<file path="src/rtl/cpu_trace_fifo.sv">
// -----------------------------------------------------------------------------
// cpu_trace_fifo
// Trace-capture stage that sits behind the 16-bit single-cycle mips core.
// After an optional PC trigger it samples the core's {pc, alu} pair once per
// clock into a circular first-word-fall-through FIFO. The FIFO drains over a
// valid/ready port. Entries that arrive while the FIFO is full are dropped,
// and each drop is counted in a saturating overflow counter.
//
// Ports
//   clk        core clock, rising edge
//   rst        asynchronous active-low reset (0 = reset)
//   cpu_run    1 = core executing; capture pauses while 0
//   pc_in      core pc_out
//   alu_in     core alu_out
//   arm        level; 1 = trace armed, 0 = return to IDLE
//   trig_en    1 = wait for pc_in == trig_pc, 0 = capture immediately
//   trig_pc    trigger address
//   out_valid  head entry available
//   out_ready  consumer accepts the head when out_valid & out_ready
//   out_pc     head pc field, 0 when empty
//   out_alu    head alu field, 0 when empty
//   count      entries held, 0..DEPTH
//   ovf_cnt    dropped entries, saturates at 255
//   state      0 IDLE, 1 ARMED, 2 CAPTURE
// -----------------------------------------------------------------------------
module cpu_trace_fifo #(
  parameter int DATA_W = 16,
  parameter int DEPTH  = 16,
  parameter int AW     = 4
) (
  input  logic              clk,
  input  logic              rst,
  input  logic              cpu_run,
  input  logic [DATA_W-1:0] pc_in,
  input  logic [DATA_W-1:0] alu_in,
  input  logic              arm,
  input  logic              trig_en,
  input  logic [DATA_W-1:0] trig_pc,
  output logic              out_valid,
  input  logic              out_ready,
  output logic [DATA_W-1:0] out_pc,
  output logic [DATA_W-1:0] out_alu,
  output logic [AW:0]       count,
  output logic [7:0]        ovf_cnt,
  output logic [1:0]        state
);

  typedef enum logic [1:0] {
    ST_IDLE    = 2'd0,
    ST_ARMED   = 2'd1,
    ST_CAPTURE = 2'd2
  } state_t;

  localparam logic [AW-1:0] PTR_ONE  = (AW)'(1);
  localparam logic [AW:0]   CNT_ONE  = (AW+1)'(1);
  localparam logic [AW:0]   CNT_ZERO = (AW+1)'(0);
  localparam logic [AW:0]   FULL_CNT = (AW+1)'(DEPTH);
  localparam int            EW       = 2 * DATA_W;

  state_t              state_r;
  state_t              state_nxt_s;
  logic                trig_hit_s;
  logic                push_req_s;
  logic                pop_s;
  logic                full_s;
  logic                wr_en_s;
  logic                drop_s;
  logic                arm_start_s;
  logic [AW-1:0]       wr_r;
  logic [AW-1:0]       rd_r;
  logic [AW-1:0]       wr_nxt_s;
  logic [AW-1:0]       rd_nxt_s;
  logic [AW:0]         count_r;
  logic [AW:0]         count_nxt_s;
  logic [7:0]          ovf_r;
  logic [7:0]          ovf_nxt_s;
  logic [EW-1:0]       push_data_s;
  logic [EW-1:0]       head_nxt_s;
  logic [EW-1:0]       head_r;
  logic                valid_r;
  logic [EW-1:0]       mem_r [DEPTH];

  assign push_data_s = {pc_in, alu_in};

  // Trigger match and FIFO push/pop/drop decode
  always_comb begin
    trig_hit_s  = (!trig_en) || (pc_in == trig_pc);
    // The ARMED->CAPTURE edge captures the trigger sample itself.
    push_req_s  = arm && cpu_run &&
                  ((state_r == ST_CAPTURE) || ((state_r == ST_ARMED) && trig_hit_s));
    pop_s       = valid_r && out_ready;
    full_s      = (count_r == FULL_CNT);
    // A pop on the same edge frees the slot, so a full FIFO still accepts.
    wr_en_s     = push_req_s && ((!full_s) || pop_s);
    drop_s      = push_req_s && full_s && (!pop_s);
    arm_start_s = (state_r == ST_IDLE) && arm;
  end

  // FSM next-state; arm=0 forces IDLE from any state
  always_comb begin
    state_nxt_s = state_r;
    if (!arm) begin
      state_nxt_s = ST_IDLE;
    end else begin
      case (state_r)
        ST_IDLE: begin
          state_nxt_s = ST_ARMED;
        end
        ST_ARMED: begin
          if (cpu_run && trig_hit_s) begin
            state_nxt_s = ST_CAPTURE;
          end else begin
            state_nxt_s = ST_ARMED;
          end
        end
        ST_CAPTURE: begin
          state_nxt_s = ST_CAPTURE;
        end
        default: begin
          state_nxt_s = ST_IDLE;
        end
      endcase
    end
  end

  // Next pointers, occupancy and overflow counter
  always_comb begin
    wr_nxt_s    = wr_r;
    rd_nxt_s    = rd_r;
    count_nxt_s = count_r;
    ovf_nxt_s   = ovf_r;
    if (wr_en_s) begin
      wr_nxt_s = wr_r + PTR_ONE;
    end else begin
      wr_nxt_s = wr_r;
    end
    if (pop_s) begin
      rd_nxt_s = rd_r + PTR_ONE;
    end else begin
      rd_nxt_s = rd_r;
    end
    case ({wr_en_s, pop_s})
      2'b10:   count_nxt_s = count_r + CNT_ONE;
      2'b01:   count_nxt_s = count_r - CNT_ONE;
      default: count_nxt_s = count_r;
    endcase
    if (arm_start_s) begin
      ovf_nxt_s = 8'd0;
    end else if (drop_s && (ovf_r != 8'hFF)) begin
      ovf_nxt_s = ovf_r + 8'd1;
    end else begin
      ovf_nxt_s = ovf_r;
    end
  end

  // Next head entry for the registered FWFT output
  always_comb begin
    head_nxt_s = '0;
    if (count_nxt_s == CNT_ZERO) begin
      head_nxt_s = '0;
    end else if (wr_en_s && (rd_nxt_s == wr_r)) begin
      // New head is the slot being written this edge; memory not yet updated.
      head_nxt_s = push_data_s;
    end else begin
      head_nxt_s = mem_r[rd_nxt_s];
    end
  end

  // State, pointer, counter and output registers
  always_ff @(posedge clk or negedge rst) begin
    if (!rst) begin
      state_r <= ST_IDLE;
      wr_r    <= '0;
      rd_r    <= '0;
      count_r <= '0;
      ovf_r   <= 8'd0;
      valid_r <= 1'b0;
      head_r  <= '0;
    end else begin
      state_r <= state_nxt_s;
      wr_r    <= wr_nxt_s;
      rd_r    <= rd_nxt_s;
      count_r <= count_nxt_s;
      ovf_r   <= ovf_nxt_s;
      valid_r <= (count_nxt_s != CNT_ZERO);
      head_r  <= head_nxt_s;
    end
  end

  // Trace storage; contents are don't-care after reset
  always_ff @(posedge clk) begin
    if (wr_en_s) begin
      mem_r[wr_r] <= push_data_s;
    end
  end

  assign out_valid = valid_r;
  assign out_pc    = head_r[EW-1:DATA_W];
  assign out_alu   = head_r[DATA_W-1:0];
  assign count     = count_r;
  assign ovf_cnt   = ovf_r;
  assign state     = state_r;

endmodule

</file>
<file path="config.mk">
export PLATFORM = sky130hd
export DESIGN_NAME = cpu_trace_fifo
export DESIGN_NICKNAME = d
export VERILOG_FILES = /design/src/rtl/cpu_trace_fifo.sv
export SDC_FILE = /design/constraint.sdc
export NUM_CORES = 1
export LEC_CHECK = 0
export CORE_MARGIN = 10
export CORE_UTILIZATION = 55
export DETAILED_ROUTE_END_ITERATION = 10
export DONT_BUFFER_PORTS = 1
export PLACE_DENSITY_LB_ADDON = 0.12
export SKIP_CTS_REPAIR_TIMING = 1
export SLEW_MARGIN = 20
export SYNTH_ARGS = -nofsm -noshare
export SYNTH_HDL_FRONTEND = slang
export SYNTH_SLANG_ARGS = --single-unit
</file>
<file path="constraint.sdc">
create_clock -name clk -period 4.23 [get_ports clk]
set_input_delay 0.846 -clock clk [delete_from_list [all_inputs] [get_ports clk]]
set_output_delay 0.846 -clock clk [all_outputs]
set_load 0.05 [all_outputs]
</file>
Yosys cells after proc, flatten, opt, wreduce, memory -nomap -nowiden
Memories as Yosys holds them, arrays and structs flattened.
Index checks and enable logic that the tools add are counted.
{"block": "word_totals", "ramBits": 512, "reg_bits": 56, "word_cells": 53, "output_inout_bits": 48, "inputBits": 54, "mem_count": 1}
{"name": "mem_r", "words": 16, "width": 32, "read_ports": 1, "rd_ports_with_merged_regs": 0, "wr": 1, "line_no": "81", "text": "logic [EW-1:0] mem_r [DEPTH];"}
{"block": "classes", "muxes": 11, "n_addsub": 5, "eq_ne": 8, "reduce_logical": 21}
{"operator": "$mux 32", "n": 2}
{"operator": "$eq 16x16->1", "n": 1}
{"operator": "$mux 8", "n": 2}
{"operator": "$logic_and 1x1->1", "n": 11}
{"operator": "$pmux 5 s2", "n": 1}
{"operator": "$add 4x1->4 const B", "n": 2}
{"operator": "$add 8x1->8 const B", "n": 1}
{"operator": "$ne 8x8->1 const B", "n": 1}
{"operator": "$pmux 2 s3", "n": 1}
{"operator": "$add 5x1->5 const B", "n": 1}
{"operator": "$eq 5x5->1 const B", "n": 1}
{"operator": "$logic_not 5->1", "n": 1}
{"operator": "$reduce_bool 5->1", "n": 1}
{"operator": "$sub 5x1->5 const B", "n": 1}
{"operator": "$eq 2x1->1 const B", "n": 2}
{"operator": "$eq 2x2->1 const B", "n": 2}
{"operator": "$eq 4x4->1", "n": 1}
{"operator": "$mux 2", "n": 2}
{"operator": "$mux 4", "n": 1}
{"operator": "$logic_not 1->1", "n": 3}
{"operator": "$logic_or 1x1->1", "n": 3}
{"operator": "$logic_not 2->1", "n": 1}
{"operator": "$mux 1", "n": 2}
{"operator": "$reduce_bool 2->1", "n": 1}

Longest topological paths before layout
{"block": "logic_depth", "depth_word": 10, "ltp_mapped": 15, "mapped_depth_nobuf": 13}

Worst setup path after synthesis
No wires, ideal clock.
{"block": "synth_timing", "path_type": "input-to-reg", "start": "input port trig_pc[2]", "end": "memory mem_r[3][0] (netlist bit) (enable)", "setup_time_ns": 0.461, "arrival_ns": 4.700, "t_required_ns": 3.769, "path_slack_ns": -0.931, "n_path_buf": 2, "cell_stages": 9, "path_cell_list": "xor2_1 -> nor4_1 -> nand4_1 -> o32ai_2 -> buf_6 -> o21a_1 -> clkbuf_1 -> nand2_1 -> nor3_1"}
{"block": "synth_via", "elab_chain_cells": 8}
{"item": "from (decl)", "line_no": "38", "text": "input logic [DATA_W-1:0] trig_pc,"}
{"item": "$eq 16x16->1", "line_no": "87", "text": "trig_hit_s = (!trig_en) || (pc_in == trig_pc);"}
{"item": "$logic_or 1x1->1", "line_no": "87"}
{"item": "$logic_and 1x1->1", "line_no": "90", "text": "((state_r == ST_CAPTURE) || ((state_r == ST_ARMED) && trig_hit_s));"}
{"item": "$logic_or 1x1->1", "line_no": "90"}
{"item": "$logic_and 1x1->1", "line_no": "89", "text": "push_req_s = arm && cpu_run &&"}
{"item": "$logic_and 1x1->1", "line_no": "94", "text": "wr_en_s = push_req_s && ((!full_s) || pop_s);"}
{"item": "$mux 1", "line_no": "192", "text": "if (wr_en_s) begin"}
{"item": "$mux 1 (not written as such)", "line_no": "193", "text": "mem_r[wr_r] <= push_data_s;"}
{"item": "to (decl)", "line_no": "81"}
No other way between the ends.

Worst setup path after layout
{"block": "layout_timing", "start": "input port trig_pc[2]", "end": "register head_r[20]"}
{"block": "layout_via", "elab_chain_cells": 10, "word_cells_on_any_way": 13, "classes_between": "eq/ne (3); mux (3); reduce/logical (7)"}
{"item": "$eq 16x16->1 (*)", "line_no": "87"}
{"item": "$logic_or 1x1->1 (*)", "line_no": "87"}
{"item": "$logic_and 1x1->1 (*)", "line_no": "90"}
{"item": "$logic_or 1x1->1 (*)", "line_no": "90"}
{"item": "$logic_and 1x1->1 (*)", "line_no": "89"}
{"item": "$logic_and 1x1->1 (*)", "line_no": "94"}
{"item": "$eq 2x1->1 / $eq 2x2->1 (equally long branches)", "line_no": "142", "text": "case ({wr_en_s, pop_s})"}
{"item": "$pmux 5 s2", "line_no": "142"}
{"item": "$logic_not 5->1", "line_no": "159", "text": "if (count_nxt_s == CNT_ZERO) begin"}
{"item": "$mux 32 (*)", "line_no": "159"}
{"item": "via head_nxt_s[20]", "line_no": "78", "text": "logic [EW-1:0] head_nxt_s;"}
{"item": "to (signal assigned)", "line_no": "186", "text": "head_r <= head_nxt_s;"}
{"item": "to (decl)", "line_no": "79", "text": "logic [EW-1:0] head_r;"}
Mark *: on every way through the listed nets, which the timed path passes. The rest lies on a longest branch.
A chain may end at the register's enable or synchronous reset.

==> results.txt <==
----------------------------------------------------
[Routing]
  Remaining antenna violation count after routing ... 0
  Iteration-0 DRC Markers ... approximately 1200
  Average detailed-routed wire length per instance ... 28.4 um
  DRC ... 0
  DR vias/cell ... 6.20
  Total vias in the final route ... about 11000
  Detailed Routing Iterations Pass 1 ... 5
  Total wire length after detailed routing ... between 40 and 50 mm

[Critical path]
  Series of cell instances along the critical path ... xor2_1 -> nor4_2 -> buf_4 -> nand4_1 -> o32ai_2 -> nor2_1 -> fa_2 -> a21o_1 -> a21oi_2 -> xnor2_1 -> nor4b_1 -> mux2i_1 -> a222oi_1 -> buf_4 -> buf_2 -> nor2_1
  Critical Path Slowest Stage Cell ... sky130_fd_sc_hd__fa_2
  Cell family with the largest share of critical-path delay ... simple AND/OR/NAND/NOR gates
  Delay contributed by the slowest stage of the critical path ... ~380 ps
  Required arrival time at the worst endpoint ... around 4700 ps
  Critical path fanouts, max ... 8
  Worst r2r path cells ... 14
  Worst Path Class, Setup ... in -> reg
  Crit start category ... input port
  Number of buffers and inverters on the critical path ... 3
  Number of stages on the worst setup path ... 16
  Worst EP arrival ... approximately 4500 ps
  Critical path endpoint category ... flop

[Synth]
  Cell variety after synth ... 42
  Library cell with the largest summed area after synthesis ... sky130_fd_sc_hd__edfxtp_1
  Most numerous cell types in the synthesized netlist ... 512 x sky130_fd_sc_hd__edfxtp_1, 128 x sky130_fd_sc_hd__mux4_2, 64 x sky130_fd_sc_hd__a22oi_1, 57 x sky130_fd_sc_hd__nor2_1, 56 x sky130_fd_sc_hd__dfrtp_1
  Synth top area share ... about 70%
  Mapped Cells ... about 1100
  Async S/R FF share, synth ... about 9.9%
  Leading cell type by number of instances after synthesis ... sky130_fd_sc_hd__edfxtp_1
  Total standard cell area after synthesis ... between 0.02 and 0.025 mm^2
  Synth warn ... 0
  Synthesized net count ... 1140
  Number of synthesized register bits ... 568
  Predominant post-synthesis flop cell ... sky130_fd_sc_hd__edfxtp_1
  Syn Area/Cell ... roughly 21 um^2
  Top area cells in the synthesized netlist ... sky130_fd_sc_hd__edfxtp_1 70%, sky130_fd_sc_hd__mux4_2 13%, sky130_fd_sc_hd__dfrtp_1 6.3%
  Post-synth EDFFs ... 512
  Seq/Total Area, Yosys ... between 70% and 80%

[CTS]
  Clock root cell ... sky130_fd_sc_hd__clkbuf_16
  TritonCTS clock tree ... yes
  TritonCTS buffer count ... between 50 and 60
  Clk buf depth ... 3
  Clock latency on the worst-skew pair ... about 600 ps
  Number of clock sinks ... 568
  H-Tree Depth ... 2
  CTS clk-pin slew, worst paths ... approximately 60 ps

[Floorplan]
  Initial Utilization ... about 56%
  IO Count ... just over 100
  Overall die height ... roughly 220 um
  Number of cell rows ... 73
  Die area ... 0.0485 mm^2
  Die Span X ... 220 um
  Core Region ... around 0.040 mm^2

[Timing]
  Remaining max-slew budget at the tightest pin ... approximately a third
  Transition at the pin with the smallest max-transition slack ... just over 1000 ps
  Total setup violations reported at the end of the flow ... 0
  Total count of max-transition violations in the final report ... 0
  Clock tree skew after final layout ... 17.0 ps
  Unrepaired setup endpoints after global routing ... false
  Setup TNS Final ... 0 ps
  Count of endpoints failing hold in the final timing report ... 0
  Fmax achieved ... approximately 250 MHz
  Final Hold Slack ... between 100 and 150 ps
  Fraction of the cycle the final worst path needs ... between 90 and 100%
  Post-route worst setup slack ... around 190 ps
  Crit path time final ... ~4000 ps

[Status]
  Run status ... finished, final reports clean

[Place]
  RD Place Congestion ... roughly 0.76
  Cell area reported after detailed placement ... 0.0235 mm^2
  Port-buffer cells ... 0
  Setup slack after placement ... -361 ps
  Post-Place Cells ... 1613
  HPWL reported at the end of detailed placement ... about 28 mm

[GRT]
  Total congestion overflow ... 0
  Largest net degree at the start of global routing ... 70
  First-pass GRT wire length ... 73.1 mm
  Vias in the first global route ... 11000
  Initial antenna violation count ... 0
  GR Util All Layers ... 20.6%

[Power and ir drop]
  Leakage power ... 8.49 nW
  Total power divided by cell area ... 703 mW/mm^2
  Sum of internal, switching and leakage power ... 17.8 mW
  Peak VDD IR ... 0.583 mV

[Finish]
  Fraction of layout cells with a size suffix above 1 ... about a quarter
  Diode count ... 0
  Core Util, Final ... a little under two thirds
  Area growth from synthesis to layout ... 14.5%
  Count of non-filler cells in the finished layout ... between 1500 and 2000
  Design area ... around 0.025 mm^2
  Number of nets in the layout ... ~1200

[Min path]
  Path type of the worst min-delay path ... in -> async

[Job]
  Max capacitance violation total ... 0

----------------------------------------------------
-- final cells by class --
| cell class | instances | area [um^2] |
|---|---|---|
| sequential | 568 | 16800 |
| fill | 2681 | 14500 |
| multi-input combinational | 451 | 5250 |
| clock buffer | 82 | 1600 |
| timing repair buffer | 67 | 808 |
| tap | 525 | 657 |
| clock inverter | 21 | 156 |
| inverter | 5 | 18.8 |
-- routing by layer --
metal	part of all wire [%]	track usage, %
met1	40	27.7
met2	51	33.9
met3	7.0	4.01
met4	2.1	5.80
met5	0	0
-- kinds of logic after synthesis --
| kind of cell | share of synthesized area, % |
|---|---|
| flip-flops | 76.0 |
| multiplexers | 14.9 |
| AND/OR/NAND/NOR | 2.99 |
| AO/OA/AOI/OAI | 2.92 |
| buffers and inverters | 1.19 |
| XOR/XNOR | 1.39 |
| adder cells (fa/ha/maj) | 0.601 |
-- cell usage in the layout, fill, tap and decap left out, types with 2 or more instances in the layout --
| cell type | Yosys | routed |
|---|---|---|
| sky130_fd_sc_hd__clkbuf_16 | 0 | 58 |
| sky130_fd_sc_hd__nand3_1 | 8 | 8 |
| sky130_fd_sc_hd__clkinv_1 | 0 | 7 |
| sky130_fd_sc_hd__o31ai_1 | 2 | 2 |
| sky130_fd_sc_hd__inv_1 | 4 | 4 |
| sky130_fd_sc_hd__nand2_1 | 50 | 50 |
| sky130_fd_sc_hd__nor3b_1 | 2 | 2 |
| sky130_fd_sc_hd__nor2_1 | 57 | 45 |
| sky130_fd_sc_hd__a22oi_1 | 64 | 64 |
| sky130_fd_sc_hd__mux2i_1 | 36 | 36 |
| sky130_fd_sc_hd__nand4_1 | 3 | 3 |
| sky130_fd_sc_hd__bufinv_16 | 0 | 2 |
| sky130_fd_sc_hd__nor3_4 | 0 | 4 |
| sky130_fd_sc_hd__buf_12 | 0 | 23 |
| sky130_fd_sc_hd__clkbuf_8 | 0 | 6 |
| sky130_fd_sc_hd__a21o_1 | 2 | 2 |
| sky130_fd_sc_hd__ha_1 | 9 | 9 |
| sky130_fd_sc_hd__clkbuf_1 | 21 | 18 |
| sky130_fd_sc_hd__dfrtp_1 | 56 | 56 |
| sky130_fd_sc_hd__nor3_1 | 13 | 7 |
| sky130_fd_sc_hd__or2_2 | 3 | 3 |
| sky130_fd_sc_hd__a21oi_4 | 0 | 2 |
| sky130_fd_sc_hd__nor4_1 | 4 | 3 |
| sky130_fd_sc_hd__clkinv_4 | 0 | 2 |
| sky130_fd_sc_hd__nor2b_1 | 2 | 2 |
| sky130_fd_sc_hd__mux4_2 | 128 | 128 |
| sky130_fd_sc_hd__xor2_1 | 23 | 23 |
| sky130_fd_sc_hd__nor2_4 | 0 | 12 |
| sky130_fd_sc_hd__edfxtp_1 | 512 | 512 |
| sky130_fd_sc_hd__o21a_1 | 3 | 3 |
| sky130_fd_sc_hd__clkinv_2 | 0 | 9 |
| sky130_fd_sc_hd__mux2_2 | 4 | 3 |
| sky130_fd_sc_hd__xnor2_1 | 12 | 11 |
| sky130_fd_sc_hd__buf_4 | 0 | 42 |
| sky130_fd_sc_hd__nand2b_1 | 3 | 3 |
| sky130_fd_sc_hd__o21ai_0 | 2 | 2 |
| sky130_fd_sc_hd__nor3_2 | 0 | 2 |
| sky130_fd_sc_hd__a21oi_1 | 8 | 5 |
-- power by group --
| group | switching (mW) | internal [mW] |
|---|---|---|
| clock | 2.00 | 2.73 |
| combinational | 2.93 | 2.80 |
| sequential | 0.881 | 6.42 |
-- sequential cells by signal, indices dropped and copies added (netlist names) --
name and flops:
wr_r 4, mem_r 512, ovf_cnt 8, state 2, out_valid 1, rd_r 4
count 5, head_r 32
-- path summary, 6_finish.rpt --
| kind | start | to | slack (ps) |
|---|---|---|---|
| setup / recovery | trig_pc[2] | head_r[20] | 190 |
| hold / removal | rst | count[0] | 130 |
| setup reg to reg | state[0] | head_r[20] | 400 |
| hold reg to reg | wr_r[1] | wr_r[3] | 620 |
| max in group asynchronous | rst | head_r[19] | 3820 |
| min in group clk | pc_in[11] | mem_r[0][27] | 340 |
No activity file was read; power rests on OpenSTA's default activity.
